## src/rtl/apb_bridge_pkg.sv

```systemverilog
// Shared types and constants for the AHB-to-APB bridge.
package apb_bridge_pkg;

  typedef enum logic [1:0] {
    StIdle,
    StWwait,
    StSetup,
    StAccess
  } state_e;

  localparam logic [31:0] DefaultBaseAddr = 32'h8000_0000;
  localparam logic [31:0] DefaultSlvSize  = 32'h0400_0000;
  localparam logic [1:0]  HrespOkay       = 2'b00;

endpackage

```

## src/rtl/ahb_apb_ctrl_fsm_if.sv

```systemverilog
// Bus bundle between the AHB slave interface / APB fabric and the bridge sequencer.
interface ahb_apb_ctrl_fsm_if #(
  parameter int unsigned NUM_SLV = 3
);
  logic               valid;
  logic [31:0]        Haddr;
  logic               Hwrite;
  logic [31:0]        Hwdata;
  logic [31:0]        Prdata;
  logic               Pready;
  logic               Hreadyout;
  logic [31:0]        Hrdata;
  logic [NUM_SLV-1:0] Pselx;
  logic               Penable;
  logic               Pwrite;
  logic [31:0]        Paddr;
  logic [31:0]        Pwdata;
  logic               timeout_err;

  modport master (
    output valid, Haddr, Hwrite, Hwdata, Prdata, Pready,
    input  Hreadyout, Hrdata, Pselx, Penable, Pwrite, Paddr, Pwdata, timeout_err
  );

  modport slave (
    input  valid, Haddr, Hwrite, Hwdata, Prdata, Pready,
    output Hreadyout, Hrdata, Pselx, Penable, Pwrite, Paddr, Pwdata, timeout_err
  );
endinterface

```

## src/rtl/apb_addr_decode.sv

```systemverilog
// Combinational address decode into a one-hot APB peripheral select.
module apb_addr_decode #(
  parameter int unsigned NUM_SLV   = 3,
  parameter logic [31:0] BASE_ADDR = 32'h8000_0000,
  parameter logic [31:0] SLV_SIZE  = 32'h0400_0000
) (
  input  logic [31:0]        i_addr,
  output logic [NUM_SLV-1:0] o_sel
);

  localparam logic [63:0] Base = {32'd0, BASE_ADDR};
  localparam logic [63:0] Size = {32'd0, SLV_SIZE};

  logic [63:0] w_addr;
  assign w_addr = {32'd0, i_addr};

  // 64-bit bounds so a window ending at the top of the address space cannot wrap.
  always_comb begin
    o_sel = '0;
    for (int unsigned k = 0; k < NUM_SLV; k++) begin
      if (w_addr >= Base + 64'(k) * Size && w_addr < Base + 64'(k + 1) * Size) begin
        o_sel[k] = 1'b1;
      end
    end
  end

endmodule

```

## src/rtl/ahb_apb_ctrl_fsm.sv

```systemverilog
// AHB-to-APB bridge sequencer: one SETUP/ACCESS per AHB transfer, with wait-state timeout.
module ahb_apb_ctrl_fsm
  import apb_bridge_pkg::*;
#(
  parameter int unsigned NUM_SLV     = 3,
  parameter logic [31:0] BASE_ADDR   = DefaultBaseAddr,
  parameter logic [31:0] SLV_SIZE    = DefaultSlvSize,
  parameter int unsigned TIMEOUT_CYC = 16
) (
  input logic               Hclk,
  input logic               Hresetn,
  ahb_apb_ctrl_fsm_if.slave bus
);

  localparam int unsigned     CntW   = $clog2(TIMEOUT_CYC);
  localparam logic [CntW-1:0] CntMax = CntW'(TIMEOUT_CYC - 1);

  state_e             r_state;
  logic [CntW-1:0]    r_cnt;
  logic               r_hreadyout;
  logic [31:0]        r_hrdata;
  logic [NUM_SLV-1:0] r_pselx;
  logic               r_penable;
  logic               r_pwrite;
  logic [31:0]        r_paddr;
  logic [31:0]        r_pwdata;
  logic               r_timeout_err;

  logic [31:0]        w_dec_addr;
  logic [NUM_SLV-1:0] w_dec_sel;
  logic               w_ready;

  // Reads decode the live AHB address; writes decode the latched one in WWAIT.
  assign w_dec_addr = (r_state == StIdle) ? bus.Haddr : r_paddr;

  apb_addr_decode #(
    .NUM_SLV  (NUM_SLV),
    .BASE_ADDR(BASE_ADDR),
    .SLV_SIZE (SLV_SIZE)
  ) u_decode (
    .i_addr(w_dec_addr),
    .o_sel (w_dec_sel)
  );

  // An unmapped address has no peripheral to answer, so it completes at once.
  assign w_ready = bus.Pready | (r_pselx == '0);

  always_ff @(posedge Hclk or negedge Hresetn) begin
    if (!Hresetn) begin
      r_state       <= StIdle;
      r_cnt         <= '0;
      r_hreadyout   <= 1'b1;
      r_hrdata      <= '0;
      r_pselx       <= '0;
      r_penable     <= 1'b0;
      r_pwrite      <= 1'b0;
      r_paddr       <= '0;
      r_pwdata      <= '0;
      r_timeout_err <= 1'b0;
    end else begin
      r_timeout_err <= 1'b0;
      case (r_state)
        StIdle: begin
          if (bus.valid) begin
            r_paddr     <= bus.Haddr;
            r_pwrite    <= bus.Hwrite;
            r_hreadyout <= 1'b0;
            if (bus.Hwrite) begin
              r_state <= StWwait;
              r_pselx <= '0;
            end else begin
              r_state <= StSetup;
              r_pselx <= w_dec_sel;
            end
          end
        end
        StWwait: begin
          r_pwdata <= bus.Hwdata;
          r_pselx  <= w_dec_sel;
          r_state  <= StSetup;
        end
        StSetup: begin
          r_penable <= 1'b1;
          r_cnt     <= '0;
          r_state   <= StAccess;
        end
        StAccess: begin
          if (w_ready) begin
            r_state     <= StIdle;
            r_pselx     <= '0;
            r_penable   <= 1'b0;
            r_hreadyout <= 1'b1;
            if (!r_pwrite) r_hrdata <= bus.Prdata;
          end else if (r_cnt == CntMax) begin
            r_state       <= StIdle;
            r_pselx       <= '0;
            r_penable     <= 1'b0;
            r_hreadyout   <= 1'b1;
            r_hrdata      <= '0;
            r_timeout_err <= 1'b1;
          end else begin
            r_cnt <= r_cnt + 1'b1;
          end
        end
        default: r_state <= StIdle;
      endcase
    end
  end

  assign bus.Hreadyout   = r_hreadyout;
  assign bus.Hrdata      = r_hrdata;
  assign bus.Pselx       = r_pselx;
  assign bus.Penable     = r_penable;
  assign bus.Pwrite      = r_pwrite;
  assign bus.Paddr       = r_paddr;
  assign bus.Pwdata      = r_pwdata;
  assign bus.timeout_err = r_timeout_err;

endmodule

```

## src/flat_wrapper.sv

```systemverilog
// flat-port wrapper written by rule: the top's interface ports become plain ports
module ahb_apb_ctrl_fsm_flat import apb_bridge_pkg::*;
#(
  parameter int unsigned NUM_SLV     = 3,
  parameter logic [31:0] BASE_ADDR   = DefaultBaseAddr,
  parameter logic [31:0] SLV_SIZE    = DefaultSlvSize,
  parameter int unsigned TIMEOUT_CYC = 16
)
  (Hclk, Hresetn, bus_valid, bus_Haddr, bus_Hwrite, bus_Hwdata, bus_Prdata, bus_Pready, bus_Hreadyout, bus_Hrdata, bus_Pselx, bus_Penable, bus_Pwrite, bus_Paddr, bus_Pwdata, bus_timeout_err);
  ahb_apb_ctrl_fsm_if #(.NUM_SLV(NUM_SLV)) bus_i ();
  input logic Hclk;
  input logic Hresetn;
  input wire logic [$bits(bus_i.valid)-1:0] bus_valid;
  input wire logic [$bits(bus_i.Haddr)-1:0] bus_Haddr;
  input wire logic [$bits(bus_i.Hwrite)-1:0] bus_Hwrite;
  input wire logic [$bits(bus_i.Hwdata)-1:0] bus_Hwdata;
  input wire logic [$bits(bus_i.Prdata)-1:0] bus_Prdata;
  input wire logic [$bits(bus_i.Pready)-1:0] bus_Pready;
  output wire logic [$bits(bus_i.Hreadyout)-1:0] bus_Hreadyout;
  output wire logic [$bits(bus_i.Hrdata)-1:0] bus_Hrdata;
  output wire logic [$bits(bus_i.Pselx)-1:0] bus_Pselx;
  output wire logic [$bits(bus_i.Penable)-1:0] bus_Penable;
  output wire logic [$bits(bus_i.Pwrite)-1:0] bus_Pwrite;
  output wire logic [$bits(bus_i.Paddr)-1:0] bus_Paddr;
  output wire logic [$bits(bus_i.Pwdata)-1:0] bus_Pwdata;
  output wire logic [$bits(bus_i.timeout_err)-1:0] bus_timeout_err;
  assign bus_i.valid = bus_valid;
  assign bus_i.Haddr = bus_Haddr;
  assign bus_i.Hwrite = bus_Hwrite;
  assign bus_i.Hwdata = bus_Hwdata;
  assign bus_i.Prdata = bus_Prdata;
  assign bus_i.Pready = bus_Pready;
  assign bus_Hreadyout = bus_i.Hreadyout;
  assign bus_Hrdata = bus_i.Hrdata;
  assign bus_Pselx = bus_i.Pselx;
  assign bus_Penable = bus_i.Penable;
  assign bus_Pwrite = bus_i.Pwrite;
  assign bus_Paddr = bus_i.Paddr;
  assign bus_Pwdata = bus_i.Pwdata;
  assign bus_timeout_err = bus_i.timeout_err;
  ahb_apb_ctrl_fsm #(.NUM_SLV(NUM_SLV), .BASE_ADDR(BASE_ADDR), .SLV_SIZE(SLV_SIZE), .TIMEOUT_CYC(TIMEOUT_CYC)) u_core (.Hclk(Hclk), .Hresetn(Hresetn), .bus(bus_i));
endmodule
```

## config.mk

```make
export PLATFORM = sky130hd
export DESIGN_NAME = ahb_apb_ctrl_fsm_flat
export DESIGN_NICKNAME = d
export VERILOG_FILES = /design/src/rtl/apb_bridge_pkg.sv /design/src/rtl/ahb_apb_ctrl_fsm_if.sv /design/src/rtl/apb_addr_decode.sv /design/src/rtl/ahb_apb_ctrl_fsm.sv /design/src/flat_wrapper.sv
export SDC_FILE = /design/constraint.sdc
export NUM_CORES = 1
export LEC_CHECK = 0
export CORE_MARGIN = 3
export CORE_UTILIZATION = 55
export DETAILED_ROUTE_END_ITERATION = 7
export DONT_BUFFER_PORTS = 1
export PLACE_DENSITY = 0.7
export SLEW_MARGIN = 15
export SYNTH_ARGS = -nofsm -noshare
export SYNTH_HDL_FRONTEND = slang
export SYNTH_SLANG_ARGS = --single-unit
```

## constraint.sdc

```tcl
create_clock -name Hclk -period 4.2 [get_ports Hclk]
set_input_delay 0.42 -clock Hclk [delete_from_list [all_inputs] [get_ports Hclk]]
set_output_delay 0.42 -clock Hclk [all_outputs]
set_load 0.02 [all_outputs]
```

# Word level (Yosys, flattened, before mapping)
# Cells that the tools add are included.
# classes
add_sub_neg,1
n_lt_le_gt_ge,6
n_eq_ne,9
muxes,30
bitwise,1
n_reduce_logical,16
# ops
operator,count
two-way mux 32 bit,4
"greater-or-equal comparator 32 bit, second input constant",3
"< comparator 32 bit, second input constant",3
two-way mux 3 bit,4
AND reduction 3 bit,4
two-way mux 1 bit,11
one-hot mux 3 bit (3 select lines),1
two-way mux 2 bit,4
two-way mux 4 bit,2
"!= test 2 bit, second input constant",4
one-hot mux 2 bit (4 select lines),1
one-hot mux 4 bit (2 select lines),1
AND reduction 2 bit,3
nonzero test 2 bit,3
"adder 4 x 1 -> 4 bit, second input constant",1
"equality test 2 bit, second input constant",2
"equality test 4 bit, second input constant",1
one-hot mux 1 bit (2 select lines),2
logical AND 1 bit,3
logical NOT 3 bit,1
"!= test 3 x 1 -> 1 bit, second input constant",1
nonzero test 3 bit,1
"equality test 2 x 1 -> 1 bit, second input constant",1
logical NOT 2 bit,1
OR 1 bit,1
# totals
reg_bits,109
inputBits,101
output_inout_bits,103
wordCells,73

# Longest topological paths before layout
# logic_depth
ltp_word,8
mapped_depth,7
ltp_nobuf,6

# Hierarchy
# Synthesis repeated with hierarchy kept, for this count alone.
# unflattened
cells_unflattened,318
area_unflattened_um2,4678.2
# modules_own_cells
module,n_inst,cells_per_inst,area_each_um2
ahb_apb_ctrl_fsm,1,314,4634.4
apb_addr_decode,1,4,43.8

# Worst setup path before layout
# No wires, ideal clock.
# synth_timing
kind,register -> register
start,register u_core.r_pselx[1] (netlist: u_core.bus.Pselx[1])
end,register u_core.r_hreadyout (netlist: u_core.bus.Hreadyout)
t_arrival_ns,1.661
t_required_ns,4.115
slack_ns,2.454
stages_incl_launch_ff,6
n_path_buf,1
synth_period_minus_slack_ns,1.746
path_cell_list,dfrtp_1 > or3_1 > and4_4 > buf_6 > nor3_2 > mux2_1
# synth_between
elab_chain_len,4
word_cells_on_any_way,6
cone_classes,eq/ne (1); mux (2); bitwise (1); reduce/logical (2)
# synth_rtl
item,line_no,rtl
from (decl),ahb_apb_ctrl_fsm.sv:22,logic [NUM_SLV-1:0] r_pselx;
from (signal assigned),ahb_apb_ctrl_fsm.sv:73,r_pselx <= w_dec_sel;
from (signal assigned),ahb_apb_ctrl_fsm.sv:79,r_pselx <= w_dec_sel;
logical NOT 3 bit (*),ahb_apb_ctrl_fsm.sv:46,assign w_ready = bus.Pready | (r_pselx == '0);
OR 1 bit (*),ahb_apb_ctrl_fsm.sv:46,
!= test 3 x 1 -> 1 bit (no source line) or two-way mux 1 bit (tied branches),--,
AND reduction 3 bit (no source line) or one-hot mux 1 bit (2 select lines) (tied branches),--,
to (signal assigned),ahb_apb_ctrl_fsm.sv:52,r_hreadyout <= 1'b1;
to (signal assigned),ahb_apb_ctrl_fsm.sv:67,r_hreadyout <= 1'b0;
to (signal assigned),ahb_apb_ctrl_fsm.sv:92,r_hreadyout <= 1'b1;
to (decl),ahb_apb_ctrl_fsm.sv:20,logic r_hreadyout;
# Every way passes the cells marked *; elsewhere a longest branch is shown, timed or not.
# A chain may end at the register's enable or synchronous reset.

# Worst setup path after layout
# layout_timing
start,register u_core.r_pselx[1] (netlist: u_core.bus.Pselx[1])
end,register u_core.r_hrdata[20] (netlist: u_core.bus.Hrdata[20])
# layout_between
elab_chain_len,4
word_cells_on_any_way,6
cone_classes,eq/ne (1); mux (1); bitwise (1); reduce/logical (3)
# layout_rtl
item,line_no,rtl
logical NOT 3 bit (*),ahb_apb_ctrl_fsm.sv:46,
OR 1 bit (*),ahb_apb_ctrl_fsm.sv:46,
!= test 2 bit (no source line) or nonzero test 2 bit (tied branches),--,
AND reduction 3 bit (no source line),--,
to (signal assigned),ahb_apb_ctrl_fsm.sv:93,if (!r_pwrite) r_hrdata <= bus.Prdata;
to (decl),ahb_apb_ctrl_fsm.sv:21,logic [31:0] r_hrdata;
# Marked as above.

==> qor.csv <==
stage,metric,value,unit
placed_design,place_congestion,0.762,
final_layout,fin_nets,398,
detailed_routing,via_count,2384,
timing,fin_crit_sh,50.6,%
timing,slew_headroom,43.6,%
clocking,cts_sinks,109,
grt,grt_pass1_wl,13.5,mm
timing,fmax,471,MHz
grt,grt_usage,19.8,%
detailed_routing,drcViolationCount,0,
clocking,cts_tree,built,
grt,grt_pass1_vias,2591,
clocking,clkTransAtPathRegs,0.12,ns
logic_synthesis,synthFlopType,dfrtp_1,
floorplan,fp.dieH,94.3,µm
logic_synthesis,synthArstFlopShare,100,%
placed_design,hpwlAfterDp,6.26,mm
grt,antenna_found_initial,0,
logic_synthesis,ys_warn_count,0,
timing,finalSetupViolations,0,
final_layout,mostFrequentLayoutCells,"108 x dfrtp_1, 68 x mux2_2, 32 x a22o_1, 10 x nor2_1, 10 x nand2_1",
logic_synthesis,synth_seq_area_share,63.7,%
placed_design,placed_cell_area,4350,µm²
timing,period_needed,2.12,ns
timing,slew_viol_final,0,
final_layout,mostFrequentLayoutCell,dfrtp_1,
setup_path,crit_path_end_kind,register,
final_layout,stdcell_area,4600,µm²
floorplan,rows,31,
detailed_routing,post_drt_wl_per_cell,22.3,µm
setup_path,required,4.51,ns
clocking,cts_resized,0,
final_layout,drive_gt1_share,31.6,%
timing,tightest_slew,0.844,ns
final_layout,nFillCells,567,
final_layout,regArea,2730,µm²
floorplan,initial_core_util,57.8,%
clocking,clock_latency,0.36,ns
outcome,status,finished with violations,
grt,grt_max_degree,110,
logic_synthesis,synth_seq_cells,109,
timing,rsz0062_at_grt,no,
timing,hold_slack,-0.0248,ns
floorplan,core-area,7410,µm²
placed_design,port_buffers,0,
clocking,cts-root-buf,clkbuf_8,
flow_run,drv_cap,0,
detailed_routing,first_iter_violations,54,
setup_path,cp.arrival,2.43,ns
power_and_ir_drop,leakage,2.06,nW
floorplan,dieWidth,94.3,µm
logic_synthesis,syn_inst,293,
logic_synthesis,syn_area_per_cell,14.6,µm²
clocking,cts_buffer_depth,2,
clocking,h-tree-depth,3,
logic_synthesis,syn_area,4280,µm²
logic_synthesis,synth_fp_nets,399,
setup_path,worstPathMaxFanout,20,
setup_path,ff2ff_path_depth,5,
worst_hold_path,hp-class,in -> async,
grt,grt_overflow,0,
setup_path,path_class,reg -> reg,
outcome,failed_checks,negative hold slack,
timing,skew,0.0161,ns
power_and_ir_drop,total_power,4.16,mW
logic_synthesis,synthDistinctLibCells,37,
power_and_ir_drop,peakVddDrop,478,µV
timing,tns,0,ns
floorplan,die-area,8880,µm²
logic_synthesis,synth-edff-count,0,
setup_path,critPathLaunchType,register,
detailed_routing,vias_per_cell,6.02,
detailed_routing,drt-total-wl,8.84,mm
timing,final-hold-violation-count,16,
final_layout,num_antenna_cells,0,
clocking,cts_setup_buffers,0,
floorplan,io_pins,204,
power_and_ir_drop,powerDensity,904,nW/µm²
final_layout,syn2layout_area_growth,7.33,%
detailed_routing,ant_nets,0,
clocking,cts_made_buffers,9,
final_layout,multiInputGateArea,1470,µm²
detailed_routing,drtPass1Iterations,4,
[where the power goes]
part           switching [mW]  total (mW)  internal, mW  leakage, nW
sequential              0.976        2.51          1.54         1.32
clock                   0.378       0.614         0.236        0.101
combinational           0.427        1.03         0.606        0.634
total                    1.78        4.16          2.38         2.06
[registers in the layout, indices dropped and copies added (netlist names)]
register / flops
u_core.bus.Hrdata: 32
u_core.bus.Hreadyout: 1
u_core.bus.Pselx: 3
u_core.bus.Paddr: 32
u_core.bus.Penable: 1
u_core.bus.Pwrite: 1
u_core.r_cnt: 4
u_core.bus.timeout_err: 1
u_core.r_state: 2
u_core.bus.Pwdata: 32
[layout make-up]
class                      count  area share [%]
sequential                   109            59.3
timing repair buffer           4            1.17
multi-input combinational    162            32.0
clock buffer                   9            2.69
clock inverter                 7            1.61
tap                           99            2.69
inverter                       6           0.490
[what timing repair did]
item	4_1_cts	5_1_grt
endpoints found under the hold margin	109	0
hold buffers	1	0
endpoints found under the setup margin	0	0
[synthesized netlist by cell type, drive strengths merged (2+ instances only)]
cell	number	share of area, %
mux2	69	18
o21ai	5	0.58
dfrtp	108	63
clkbuf	6	0.53
nand2	10	0.88
a22o	32	6.5
ha	5	1.5
a21oi	4	0.47
nor2	10	0.88
mux2i	2	0.47
nand3	2	0.23
inv	6	0.53
nor3	6	1.1
buf	10	1.3
nor3b	2	0.47
[layer usage]
metal  GRT usage (%)  wire length [µm]  vias to the layer above
li1                -                 -                     1058
met1            22.7              3220                     1204
met2            32.5              4480                      114
met3            9.70              1050                        8
met4            6.50                89                        0
met5               0                 0                        -
[worst max-delay path, cell delays in order (launching register included)]
cell and delay [ns]:
dfrtp_1 0.49, nor3_1 0.29, nor2_1 0.16, nor3b_4 0.72, buf_6 0.25, a22o_1 0.16
[worst paths after layout]
check / to / slack (ns) / startpoint
min in group Hclk: u_core.bus.Hrdata[22] / 0.18 / bus_Prdata[22]
hold / removal: u_core.bus.Pselx[0] / -0.02 / Hresetn
setup / recovery: u_core.bus.Hrdata[20] / 2.08 / u_core.bus.Pselx[1]
hold reg to reg: u_core.r_cnt[0] / 0.52 / u_core.r_cnt[0]
max in group asynchronous: u_core.bus.Hreadyout / 3.79 / Hresetn
setup reg to reg: u_core.bus.Hrdata[20] / 2.08 / u_core.bus.Pselx[1]
[logic make-up (layout without fill, tap and decap cells)]
kind of cell | after synthesis | in the layout | synth area share [%]
buf+inv | 22 | 26 | 2.37
mux | 71 | 71 | 18.6
fa+ha+maj | 5 | 5 | 1.46
flops | 109 | 109 | 63.7
simple gates | 38 | 38 | 4.88
compound gates | 48 | 48 | 9.00
[through the flow]
stage,utilization (%),setup slack (ns),hold WS (ns),cells
floorplan,-,2.45,0.124,293
global placement,58.8,2.03,0.127,378
detailed placement,58.8,1.94,0.128,378
CTS,61.8,1.91,0.00169,395
global route,62.1,1.94,0.0138,396
finish,62.1,2.08,-0.0248,396
Power figures use the tool's default switching activity.
